<file path="src/rtl/uart_pkg.sv">
// Shared UART types and default constants for the TX serializer and the future RX stage.
package uart_pkg;

    typedef enum logic [2:0] {
        IDLE,
        POP,
        LOAD,
        START,
        DATA,
        PARITY,
        STOP
    } tx_state_t;

    localparam int UART_DATA_WIDTH   = 8;
    localparam int UART_CLKS_PER_BIT = 16;

endpackage

</file>
<file path="src/rtl/uart_tx_serializer_if.sv">
// TX FIFO read handshake between the FIFO (slave) and the serializer (master).
interface uart_tx_serializer_if
    import uart_pkg::*;
#(
    parameter int DATA_WIDTH = UART_DATA_WIDTH
) ();

    logic                  fifo_empty;
    logic [DATA_WIDTH-1:0] fifo_data;
    logic                  fifo_rd_en;

    modport master (input fifo_empty, input fifo_data, output fifo_rd_en);
    modport slave  (output fifo_empty, output fifo_data, input fifo_rd_en);

endinterface

</file>
<file path="src/rtl/uart_bit_timer.sv">
// Free-running baud counter; o_bit_end marks the last clock of each serial bit period.
module uart_bit_timer
    import uart_pkg::*;
#(
    parameter int CLKS_PER_BIT = UART_CLKS_PER_BIT
) (
    input  logic clk,
    input  logic rst,
    input  logic i_restart,
    output logic o_bit_end
);

    localparam int CW = $clog2(CLKS_PER_BIT);

    logic [CW-1:0] r_cnt;

    assign o_bit_end = (r_cnt == CW'(CLKS_PER_BIT - 1));

    always_ff @(posedge clk or negedge rst) begin
        if (!rst) begin
            r_cnt <= '0;
        end else if (i_restart || o_bit_end) begin
            r_cnt <= '0;
        end else begin
            r_cnt <= r_cnt + CW'(1);
        end
    end

endmodule

</file>
<file path="src/rtl/uart_tx_serializer.sv">
// UART transmitter: pops words from the TX FIFO and shifts out start, data (LSB first),
// optional parity and stop bits on a registered tx line.
module uart_tx_serializer
    import uart_pkg::*;
#(
    parameter int DATA_WIDTH   = UART_DATA_WIDTH,
    parameter int CLKS_PER_BIT = UART_CLKS_PER_BIT,
    parameter int PARITY_EN    = 0,
    parameter int PARITY_ODD   = 0,
    parameter int STOP_BITS    = 1
) (
    input  logic                 clk,
    input  logic                 rst,
    uart_tx_serializer_if.master fifo,
    output logic                 tx,
    output logic                 busy,
    output logic                 tx_done
);

    localparam int BW = $clog2(DATA_WIDTH + 1);

    tx_state_t             r_state, w_state_nxt;
    logic [DATA_WIDTH-1:0] r_shift, w_shift_nxt;
    logic                  r_parity, w_parity_nxt;
    logic [BW-1:0]         r_bit_cnt;
    logic                  r_tx, w_tx_nxt;
    logic                  w_restart, w_bit_end, w_last_data, w_last_stop;

    function automatic logic calc_parity(input logic [DATA_WIDTH-1:0] d);
        return (^d) ^ (PARITY_ODD != 0);
    endfunction

    uart_bit_timer #(.CLKS_PER_BIT(CLKS_PER_BIT)) u_bit_timer (
        .clk       (clk),
        .rst       (rst),
        .i_restart (w_restart),
        .o_bit_end (w_bit_end)
    );

    assign w_last_data = w_bit_end && (r_bit_cnt == BW'(DATA_WIDTH - 1));
    assign w_last_stop = (r_state == STOP) && w_bit_end && (r_bit_cnt == BW'(STOP_BITS - 1));

    assign tx              = r_tx;
    assign busy            = (r_state != IDLE);
    assign tx_done         = w_last_stop;
    assign fifo.fifo_rd_en = (r_state == POP);

    // Timer is held at zero outside the bit states so START always begins a full period.
    always_comb begin
        w_state_nxt = r_state;
        w_restart   = 1'b0;
        case (r_state)
            IDLE: begin
                w_restart = 1'b1;
                if (!fifo.fifo_empty) w_state_nxt = POP;
            end
            POP: begin
                w_restart   = 1'b1;
                w_state_nxt = LOAD;
            end
            LOAD: begin
                w_restart   = 1'b1;
                w_state_nxt = START;
            end
            START:  if (w_bit_end) w_state_nxt = DATA;
            DATA:   if (w_last_data) w_state_nxt = (PARITY_EN != 0) ? PARITY : STOP;
            PARITY: if (w_bit_end) w_state_nxt = STOP;
            STOP:   if (w_last_stop) w_state_nxt = fifo.fifo_empty ? IDLE : POP;
            default: w_state_nxt = IDLE;
        endcase
    end

    // tx is computed from the next state so the registered line lines up with the state.
    always_comb begin
        w_shift_nxt  = r_shift;
        w_parity_nxt = r_parity;
        w_tx_nxt     = 1'b1;
        if (r_state == LOAD) begin
            w_shift_nxt  = fifo.fifo_data;
            w_parity_nxt = calc_parity(fifo.fifo_data);
        end else if ((r_state == DATA) && w_bit_end) begin
            w_shift_nxt = r_shift >> 1;
        end
        case (w_state_nxt)
            START:   w_tx_nxt = 1'b0;
            DATA:    w_tx_nxt = w_shift_nxt[0];
            PARITY:  w_tx_nxt = w_parity_nxt;
            default: w_tx_nxt = 1'b1;
        endcase
    end

    always_ff @(posedge clk or negedge rst) begin
        if (!rst) begin
            r_state   <= IDLE;
            r_shift   <= '0;
            r_parity  <= 1'b0;
            r_bit_cnt <= '0;
            r_tx      <= 1'b1;
        end else begin
            r_state  <= w_state_nxt;
            r_shift  <= w_shift_nxt;
            r_parity <= w_parity_nxt;
            r_tx     <= w_tx_nxt;
            if (r_state == LOAD) begin
                r_bit_cnt <= '0;
            end else if ((r_state == DATA) && w_bit_end) begin
                r_bit_cnt <= w_last_data ? '0 : r_bit_cnt + BW'(1);
            end else if ((r_state == STOP) && w_bit_end) begin
                r_bit_cnt <= w_last_stop ? '0 : r_bit_cnt + BW'(1);
            end
        end
    end

endmodule
</file>
<file path="src/flat_wrapper.sv">
// flat-port wrapper written by rule: the top's interface ports become plain ports
module uart_tx_serializer_flat import uart_pkg::*;
#(
    parameter int DATA_WIDTH   = UART_DATA_WIDTH,
    parameter int CLKS_PER_BIT = UART_CLKS_PER_BIT,
    parameter int PARITY_EN    = 0,
    parameter int PARITY_ODD   = 0,
    parameter int STOP_BITS    = 1
)
  (clk, rst, tx, busy, tx_done, fifo_fifo_empty, fifo_fifo_data, fifo_fifo_rd_en);
  uart_tx_serializer_if #(.DATA_WIDTH(DATA_WIDTH)) fifo_i ();
  input  logic clk;
  input  logic rst;
  output logic tx;
  output logic busy;
  output logic tx_done;
  input wire logic [$bits(fifo_i.fifo_empty)-1:0] fifo_fifo_empty;
  input wire logic [$bits(fifo_i.fifo_data)-1:0] fifo_fifo_data;
  output wire logic [$bits(fifo_i.fifo_rd_en)-1:0] fifo_fifo_rd_en;
  assign fifo_i.fifo_empty = fifo_fifo_empty;
  assign fifo_i.fifo_data = fifo_fifo_data;
  assign fifo_fifo_rd_en = fifo_i.fifo_rd_en;
  uart_tx_serializer #(.DATA_WIDTH(DATA_WIDTH), .CLKS_PER_BIT(CLKS_PER_BIT), .PARITY_EN(PARITY_EN), .PARITY_ODD(PARITY_ODD), .STOP_BITS(STOP_BITS)) u_core (.clk(clk), .rst(rst), .fifo(fifo_i), .tx(tx), .busy(busy), .tx_done(tx_done));
endmodule
</file>
<file path="config.mk">
export PLATFORM = sky130hd
export DESIGN_NAME = uart_tx_serializer_flat
export DESIGN_NICKNAME = d
export VERILOG_FILES = /design/src/rtl/uart_pkg.sv /design/src/rtl/uart_tx_serializer_if.sv /design/src/rtl/uart_bit_timer.sv /design/src/rtl/uart_tx_serializer.sv /design/src/flat_wrapper.sv
export SDC_FILE = /design/constraint.sdc
export NUM_CORES = 1
export LEC_CHECK = 0
export CELL_PAD_IN_SITES_DETAIL_PLACEMENT = 0
export CELL_PAD_IN_SITES_GLOBAL_PLACEMENT = 1
export CORE_MARGIN = 5
export CORE_UTILIZATION = 42
export DETAILED_ROUTE_END_ITERATION = 10
export PLACE_DENSITY = 0.88
export SKIP_LAST_GASP = 1
export SLEW_MARGIN = 20
export SYNTH_ARGS = -nofsm -noshare
export SYNTH_HDL_FRONTEND = slang
export SYNTH_SLANG_ARGS = --single-unit
</file>
<file path="constraint.sdc">
create_clock -name clk -period 2.19 [get_ports clk]
set_input_delay 0.3285 -clock clk [delete_from_list [all_inputs] [get_ports clk]]
set_output_delay 0.3285 -clock clk [all_outputs]
set_load 0.02 [all_outputs]
</file>
* Word level (Yosys, flattened, before mapping)
Index checks and enable logic that the tools add are counted.
** Storage, ports and cells
- Output and inout port bits :: 4
- Bits of input ports :: 11
- Flip-flop bits (word level) :: 21
** Operators by class
- Add/sub/neg operators :: 2
- Muxes and demuxes :: 18
- Equality and inequality tests :: 11
- Reduce and logical (&&, ||, !) cells :: 12
** Operators by type and width (number)
- $mux 4 :: 6
- $pmux 3 s7 :: 1
- $mux 8 :: 2
- $eq 3x3->1 const B :: 5
- $mux 3 :: 5
- $eq 3x2->1 const B :: 3
- $add 4x1->4 const B :: 2
- $reduce_xor 8->1 :: 1
- $reduce_bool 3->1 :: 2
- $eq 4x3->1 const B :: 1
- $eq 4x4->1 const B :: 1
- $logic_and 1x1->1 :: 4
- $logic_not 4->1 :: 1
- $eq 3x1->1 const B :: 1
- $logic_not 3->1 :: 1
- $mux 1 :: 3
- $pmux 1 s3 :: 1
- $reduce_or 3->1 :: 1
- $reduce_bool 2->1 :: 1
- $logic_or 1x1->1 :: 1

* Logic depth before layout (Yosys ltp)
Gate-level depths: netlist of the first run.
- Depth after elaboration :: 7
- Mapped depth :: 7

* Hierarchy
A second synthesis of the first run with hierarchy kept.
** Unflattened totals
- Cell total of the unflattened synthesis :: 120
- Area total of the unflattened synthesis :: 1211.2 um^2
** Modules (own cells, without submodules)
- uart_tx_serializer :: area an instance 1039.7 um^2, times used 1, cells each 107
- uart_bit_timer :: area an instance 171.4 um^2, times used 1, cells each 13

* Least setup slack after synthesis of the first run
Ideal clock, no wire load.
- Kind :: register to output
- Start point :: reg u_core.u_bit_timer.r_cnt[0]
- End point :: out tx_done
- Arrival :: 1.597 ns
- Setup slack :: 0.265 ns
- Stages on the path, launching flop included :: 6
- Buffers on the path :: 1
- Cells stage by stage :: dfrtp_1 > ha_1 > nand3_4 > or2_1 > clkbuf_2 > nor3_1
** On the way
- Longest elaborated chain between the ends :: 3
** RTL lines
- start, declared :: RTL line uart_bit_timer.sv:15 : logic [CW-1:0] r_cnt;
- start signal, assigned :: RTL line uart_bit_timer.sv:25 : r_cnt <= r_cnt + CW'(1);
- $eq 4x4->1 :: RTL line uart_bit_timer.sv:17 : assign o_bit_end = (r_cnt == CW'(CLKS_PER_BIT - 1));
- $logic_and 1x1->1 (2 in series) :: RTL line uart_tx_serializer.sv:41 : assign w_last_stop = (r_state == STOP) && w_bit_end && (r_bit_cnt == BW'(STOP_BITS - 1));
- end, declared :: RTL line flat_wrapper.sv:16 : output logic tx_done;
No other way between the ends.

* Worst setup path in the final report of the first run
- Start point :: reg u_core.r_state[2]
- End point :: out busy
** On the way
- Longest elaborated chain between the ends :: 1
** RTL lines
- start, declared :: RTL line uart_tx_serializer.sv:22 : tx_state_t r_state, w_state_nxt;
- start signal, assigned :: RTL line uart_tx_serializer.sv:100 : r_state <= w_state_nxt;
- $reduce_bool 3->1 :: RTL line uart_tx_serializer.sv:44 : assign busy = (r_state != IDLE);
- end, declared :: RTL line flat_wrapper.sv:15 : output logic busy;
No other way between the ends.

==> results.tsv, run 1 <==
metric	value	unit
status	complete, no violations	
Power Density	454	nW/um2
number of global-route vias before repair	1029	
io pins	15	
Initial Util	44.5	%
slew at the pin closest to its max-slew limit	344	ps
Final ANT Viol Nets	0	
nets	166	
Final Hold Viols	0	
GPL Wtd Cong	0.808	
EDFF count, synth	0	
dpl hpwl	1850	um
CP endpoint kind	output port	
# diodes	0	
routed via count	974	
Setup Skew	2.33	ps
initial antenna violation count	0	
clock tree from TritonCTS	done	
die area	4140	um2
Lkg Pwr	0.694	nW
Final Max Tran Viols	0	
Hold Path Class	in -> async	
register area share after synthesis	42.5	%
Max H-tree Level	1	
CP Class	reg -> out	
Final setup viols	0	
Final TNS setup	0	ps
cell area after layout	1470	um2
crit-path max cell delay	540	ps
RSZ-0062 raised after global routing	false	
Synth Warn #	0	
Mean Syn Cell Area	9.60	um2
final wirelength	2450	um
DR pass1 iterations	4	
GRT overflow	0	
FF-to-FF Start	u_core.u_bit_timer.r_cnt[0]	
Clock Tree Root	clkbuf_4	
CP Launch Type	register	
Starting DRT DRC Count	30	
synthesis-stage register bit count	21	
fillcell total	252	
clock-pin slew on the worst setup and hold paths	110	ps
Clk Latency, worst-skew pair	300	ps
Final min period	2100	ps
Peak supply drop	376	uV
clk sink count	21	
CP Max Fanout	10	
FF-to-FF path depth	7	
commonest non-fill, non-tap cell in the layout	dfrtp_1	
CTS buffer count	3	
Synth Instances	129	
commonest cells after routing, fill and taps aside	dfrtp_1 (20), nand2_1 (17), clkdlybuf4s50_1 (13), buf_4 (10)	
synth unique cells	45	
Bufs on Longest Clock Path	2	
worst path bufs/invs	2	
Worst path top cell family by delay	buffers and inverters	
row count	19	
crit-path cells	buf_4 -> or3_1 -> clkdlybuf4s50_1	
Post-DP Area	1450	um2
CP startpoint	u_core.r_state[2]	
Syn-to-layout area delta	19.0	%
Worst path depth	3	
share of layout cells above drive strength 1	12.6	%
number of max-cap violations	0	
global-route wire length before repair	4400	um
global router's overall resource usage	13.1	%
residual DRC count	0	
relative slew slack	77.1	%
Core ar.	2780	um2
number of port buffers	14	
Tcrit/Tclk final	96.0	%
syn nets	143	
WL per Instance	13.5	um
mapped cell area	1240	um2
CP max-delay cell	clkdlybuf4s50_1	
Critical Path RT	1860	ps
critical path arrival	1770	ps
Die W	64.3	um
largest net degree at the start of global routing	22	
fraction of registers with async set or reset after synthesis	100	%
Synth Flop Type	dfrtp_1	
chip height	64.3	um
vias per cell	5.35	
fmax	476	MHz
Yosys cell counts, drive strengths merged (3+ instances only):
master | instances | share of area (%)
dfrtp | 20 | 40
nand2 | 17 | 5.2
nor2 | 9 | 3.3
xnor2 | 8 | 5.7
inv | 7 | 2.1
o21ai | 7 | 2.8
nand3 | 5 | 3.0
nor3 | 5 | 2.0
a21oi | 4 | 1.6
mux2i | 4 | 3.2
a22oi | 3 | 1.8
buf | 3 | 2.2
clkbuf | 3 | 1.0
ha | 3 | 3.0
or3b | 3 | 2.3
per-layer routing:
layer | track usage [%] | share of wire, % | up-vias
met2 | 22.4 | 47 | 17
li1 | - | - | 500
met4 | 5.09 | 0.65 | 0
met3 | 2.45 | 3.8 | 2
met5 | 0 | 0 | -
met1 | 16.1 | 48 | 455
kinds of logic (layout without fill, tap and decap cells):
group	after synthesis	after routing	synth area share (%)
xor gates and xnor gates	9	9	6.36
and+or+nand+nor	54	54	24.9
adders and majority gates	3	3	3.03
DFF	21	21	42.5
muxes	4	4	3.23
AOI/OAI and AO/OA	25	25	14.6
buffers and inverters	13	35	5.35
layout make-up:
class / count / area (um2) / area share, %
Clock buffer: 4 / 26.3 / 1.78
Inverter: 7 / 26.3 / 1.78
Multi-Input combinational cell: 95 / 646 / 43.8
Sequential cell: 21 / 527 / 35.7
Tap cell: 31 / 38.8 / 2.63
Timing Repair Buffer: 24 / 210 / 14.3
report_power, final:
part	switching [W]	internal, W	leakage [nW]	total (W)
registers	0.00000512	0.000403	0.243	0.000408
clock network	0.000115	0.0000709	0.0150	0.000186
logic	0.0000331	0.0000418	0.435	0.0000748
total	0.000153	0.000516	0.694	0.000669
per-stage QoR:
stage          cells  total power [W]  util [%]  worst slack, ps  hold slack (ps)
6_report         182         0.000669      53.0             88.5              363
5_1_grt          182         0.000713      53.0             1.28              369
4_1_cts          182         0.000682      53.1             44.5              364
3_5_place_dp     178         0.000492      52.2              111              465
3_3_place_gp     178         0.000491      52.2              140              452
2_1_floorplan    129         0.000454         -              265             32.9
flip-flops by register name (all words and copies together) (netlist names):
name and count:
u_core.r_parity 1, u_core.r_bit_cnt 4, u_core.tx 1, u_core.u_bit_timer.r_cnt 4
u_core.r_shift 8, u_core.r_state 3
final timing paths:
check | slack [ps] | endpoint
min in group clk | 490 | u_core.r_shift[4]
max in group asynchronous | 1560 | u_core.tx
hold reg to reg | 490 | u_core.r_shift[4]
setup / recovery | 90 | busy
setup reg to reg | 90 | u_core.tx
hold / removal | 360 | u_core.u_bit_timer.r_cnt[0]
repair_timing:
| item | in CTS | in global routing |
|---|---|---|
| hold buffers | 0 | 0 |
| endpoints found under the setup margin | 1 | 1 |
| buffers inserted | 0 | 0 |
| gates resized for setup | 1 | 3 |
Power figures use the tool's default switching activity.
==> run 2: changes to the inputs <==
Settings changed: SKIP_CTS_REPAIR_TIMING set to 1, SKIP_LAST_GASP 1 to not set, SYNTH_HIERARCHICAL set to 1.
==> run 2 against run 1 <==
Core utilization shrank 0.72 points; setup slack better by 37 ps; combinational power shrank 5.6%; global-route usage down 0.50 points; fmax up 1.8%; clock power down 4%; total power fell by 1.5%; synthesized cell count fell by 7.0%; critical path depth unchanged; hold slack better by 32 ps; count of clock-buffer cells in the layout unchanged; critical path type unchanged; largest cell class unchanged.
==> results.tsv, run 2 <==
metric	value	unit	change
Max H-tree Level	1		unchanged
Bufs on Longest Clock Path	2		unchanged
Synth top cells by count	dfrtp_1 (20), nand2_1 (11), o21ai_0 (11)		
Clk Latency, worst-skew pair	290	ps	about the same
Clock Tree Root	clkbuf_4		
clock-pin slew on the worst setup and hold paths	120	ps	about the same
Setup Skew	11.6	ps	+9.22 ps
largest net degree at the start of global routing	20		-9.1%
commonest non-fill, non-tap cell in the layout	dfrtp_1		
Final Max Tran Viols	0		unchanged
FF-to-FF path depth	7		unchanged
worst setup path end	fifo_fifo_rd_en		
fillcell total	273		+8.3%
die area	4060	um2	-1.9%
post-route non-filler standard cell count	171		-6.0%
number of max-cap violations	0		unchanged
DR pass1 iterations	4		unchanged
clock tree from TritonCTS	done		
fmax	484	MHz	+1.8%
WHS	395	ps	+31.9 ps
number of port buffers	14		unchanged
Tcrit/Tclk final	94.3	%	-1.7 points
synth unique cells	41		-8.9%
cell with the most instances after synthesis	dfrtp_1		
CP endpoint kind	output port		
critical path arrival	1740	ps	-30 ps
CP Class	reg -> out		
final wirelength	2360	um	-3.8%
GRT overflow	0		unchanged
CP Launch Type	register		
Switching Fraction	22.0	%	-0.92 points
fraction of registers with async set or reset after synthesis	100	%	unchanged
number of global-route vias before repair	966		-6.1%
share of layout cells above drive strength 1	15.0	%	+2.4 points
Synth Warn #	6		+6
Sequential Power Share	62.2	%	+1.2 points
Most flops, register	u_core/r_shift		
largest cells by area after synthesis	dfrtp_1 (41%), mux2i_1 (5.8%), xnor2_1 (5.8%)		
CTS buffer count	3		unchanged
max reg flops	8		unchanged
Placed Cells	167		-6.2%
clk sink count	21		unchanged
Comb pwr share	10.7	%	-0.5 points
Core ar.	2760	um2	-0.85%
Final Power	0.000659	W	-1.5%
Hold Path Class	in -> async		
dpl hpwl	1850	um	+0.26%
FF-to-FF Start	u_core/u_bit_timer/r_cnt[0]		
RSZ-0062 raised after global routing	false		
Final Hold Viols	0		unchanged
global-route wire length before repair	4170	um	-5.2%
Storage cell area	527	um2	unchanged
row count	19		unchanged
area share of the largest cell type after synthesis	41.3	%	+0.92 points
global router's overall resource usage	12.6	%	-0.50 points
status	complete, no violations		
r2r endpoint	u_core/r_shift[4]		
Final setup viols	0		unchanged
CP startpoint	u_core/r_state[1]		
Final min period	2060	ps	-36.7 ps
Lkg Pwr	0.636	nW	-8.3%
slew at the pin closest to its max-slew limit	597	ps	+253 ps
Initial Util	43.9	%	-0.61 points
Critical Path RT	1860	ps	about the same
Synth Flop Type	dfrtp_1		
dominant cell type by area after synthesis	dfrtp_1		
EDFF count, synth	0		unchanged
Power Internal	0.000514	W	-0.32%
Final TNS setup	0	ps	unchanged
final design utilization	52.3	%	-0.72 points
initial antenna violation count	0		unchanged
Final ANT Viol Nets	0		unchanged
syn nets	134		-6.3%
residual DRC count	0		unchanged
switching pwr	0.000145	W	-5.4%
Synth Instances	120		-7.0%
area of the multi-input gates	636	um2	-1.6%
CP Max Fanout	10		unchanged
routed via count	948		-2.7%
register area share after synthesis	43.5	%	+0.97 points
WL per Instance	13.8	um	+2.3%
# diodes	0		unchanged
Peak supply drop	312	uV	-17%
clock network power share	27.1	%	-0.7 points
commonest cells after routing, fill and taps aside	dfrtp_1 (20), clkdlybuf4s50_1 (13), o21ai_0 (11), nand2_1 (11), xnor2_1 (8)		
nets	155		-6.6%
io pins	15		unchanged
Syn-to-layout area delta	19.0	%	about the same
R2R setup slack	310	ps	+220 ps
mapped cell area	1210	um2	-2.2%
Mean Syn Cell Area	10.1	um2	+5.1%
Die W	63.7	um	-0.94%
relative slew slack	60.1	%	-17 points
Starting DRT DRC Count	91		+200%
Largest regs	u_core/r_shift x8, u_core/r_bit_cnt x4, u_core/u_bit_timer/r_cnt x4		
GPL Wtd Cong	0.851		+5.3%
chip height	63.7	um	-0.94%
synthesis-stage register bit count	21		unchanged
vias per cell	5.54		+3.6%
Power Density	457	nW/um2	+0.73%
run 2: area by class of cell:
type	count	share of cell area, %
multi-input combinational	89	44.1
sequential	21	36.5
timing repair buffer	21	13.5
tap	31	2.69
clock buffer	4	1.82
inverter	5	1.30
run 2: power groups by stage:
stage | clock, W | sequential [W] | combinational [W]
finish | 0.000178 | 0.000410 | 0.0000706
global route | 0.000202 | 0.000412 | 0.0000781
global placement | 0 | 0.000418 | 0.0000704
CTS | 0.000192 | 0.000410 | 0.0000724
floorplan | 0 | 0.000418 | 0.0000341
detailed placement | 0 | 0.000418 | 0.0000714
run 2: worst max-delay path, stage by stage, from the launching register on:
cell and delay [ps]:
dfrtp_1 490, inv_1 180, and3_1 170, clkdlybuf4s50_1 590
run 2: worst min-delay path by stage:
stage / slack (ps) / startpoint / cells past startpoint / to
after global routing: 440 / rst / 1 / u_core/r_shift[4]
after floorplan: 30 / rst / 0 / u_core/r_bit_cnt[0]
after global placement: 470 / u_core/u_bit_timer/r_cnt[0] / 1 / u_core/u_bit_timer/r_cnt[0]
after detailed placement: 490 / u_core/u_bit_timer/r_cnt[0] / 1 / u_core/u_bit_timer/r_cnt[0]
after CTS: 400 / rst / 1 / u_core/r_shift[0]
final: 390 / rst / 1 / u_core/r_shift[4]
run 2: per-layer routing:
metal	part of all wire, %	global-route usage [%]	vias up	wire, um
met5	0	0	-	0
met4	1.6	6.23	0	38
met3	3.3	2.31	4	78
met2	50	21.7	17	1180
met1	45	14.8	458	1060
li1	-	-	469	-
run 2: cell families (layout without fill, tap and decap cells):
family	count (synthesis)	after routing	synth area share, %
flip-flops	21	21	43.5
adder cells (fa/ha/maj)	3	3	3.10
buffers and inverters	10	30	4.03
XOR/XNOR	9	9	6.51
multiplexers	8	8	6.72
AO/OA/AOI/OAI	30	30	16.5
AND/OR/NAND/NOR	39	39	19.6
run 2: stage by stage:
stage / instance area (um2) / setup slack, ps
detailed placement: 1410 / 97.9
finish: 1440 / 125
global route: 1440 / 20.6
floorplan: 1210 / 372
global placement: 1410 / 173
CTS: 1440 / -245
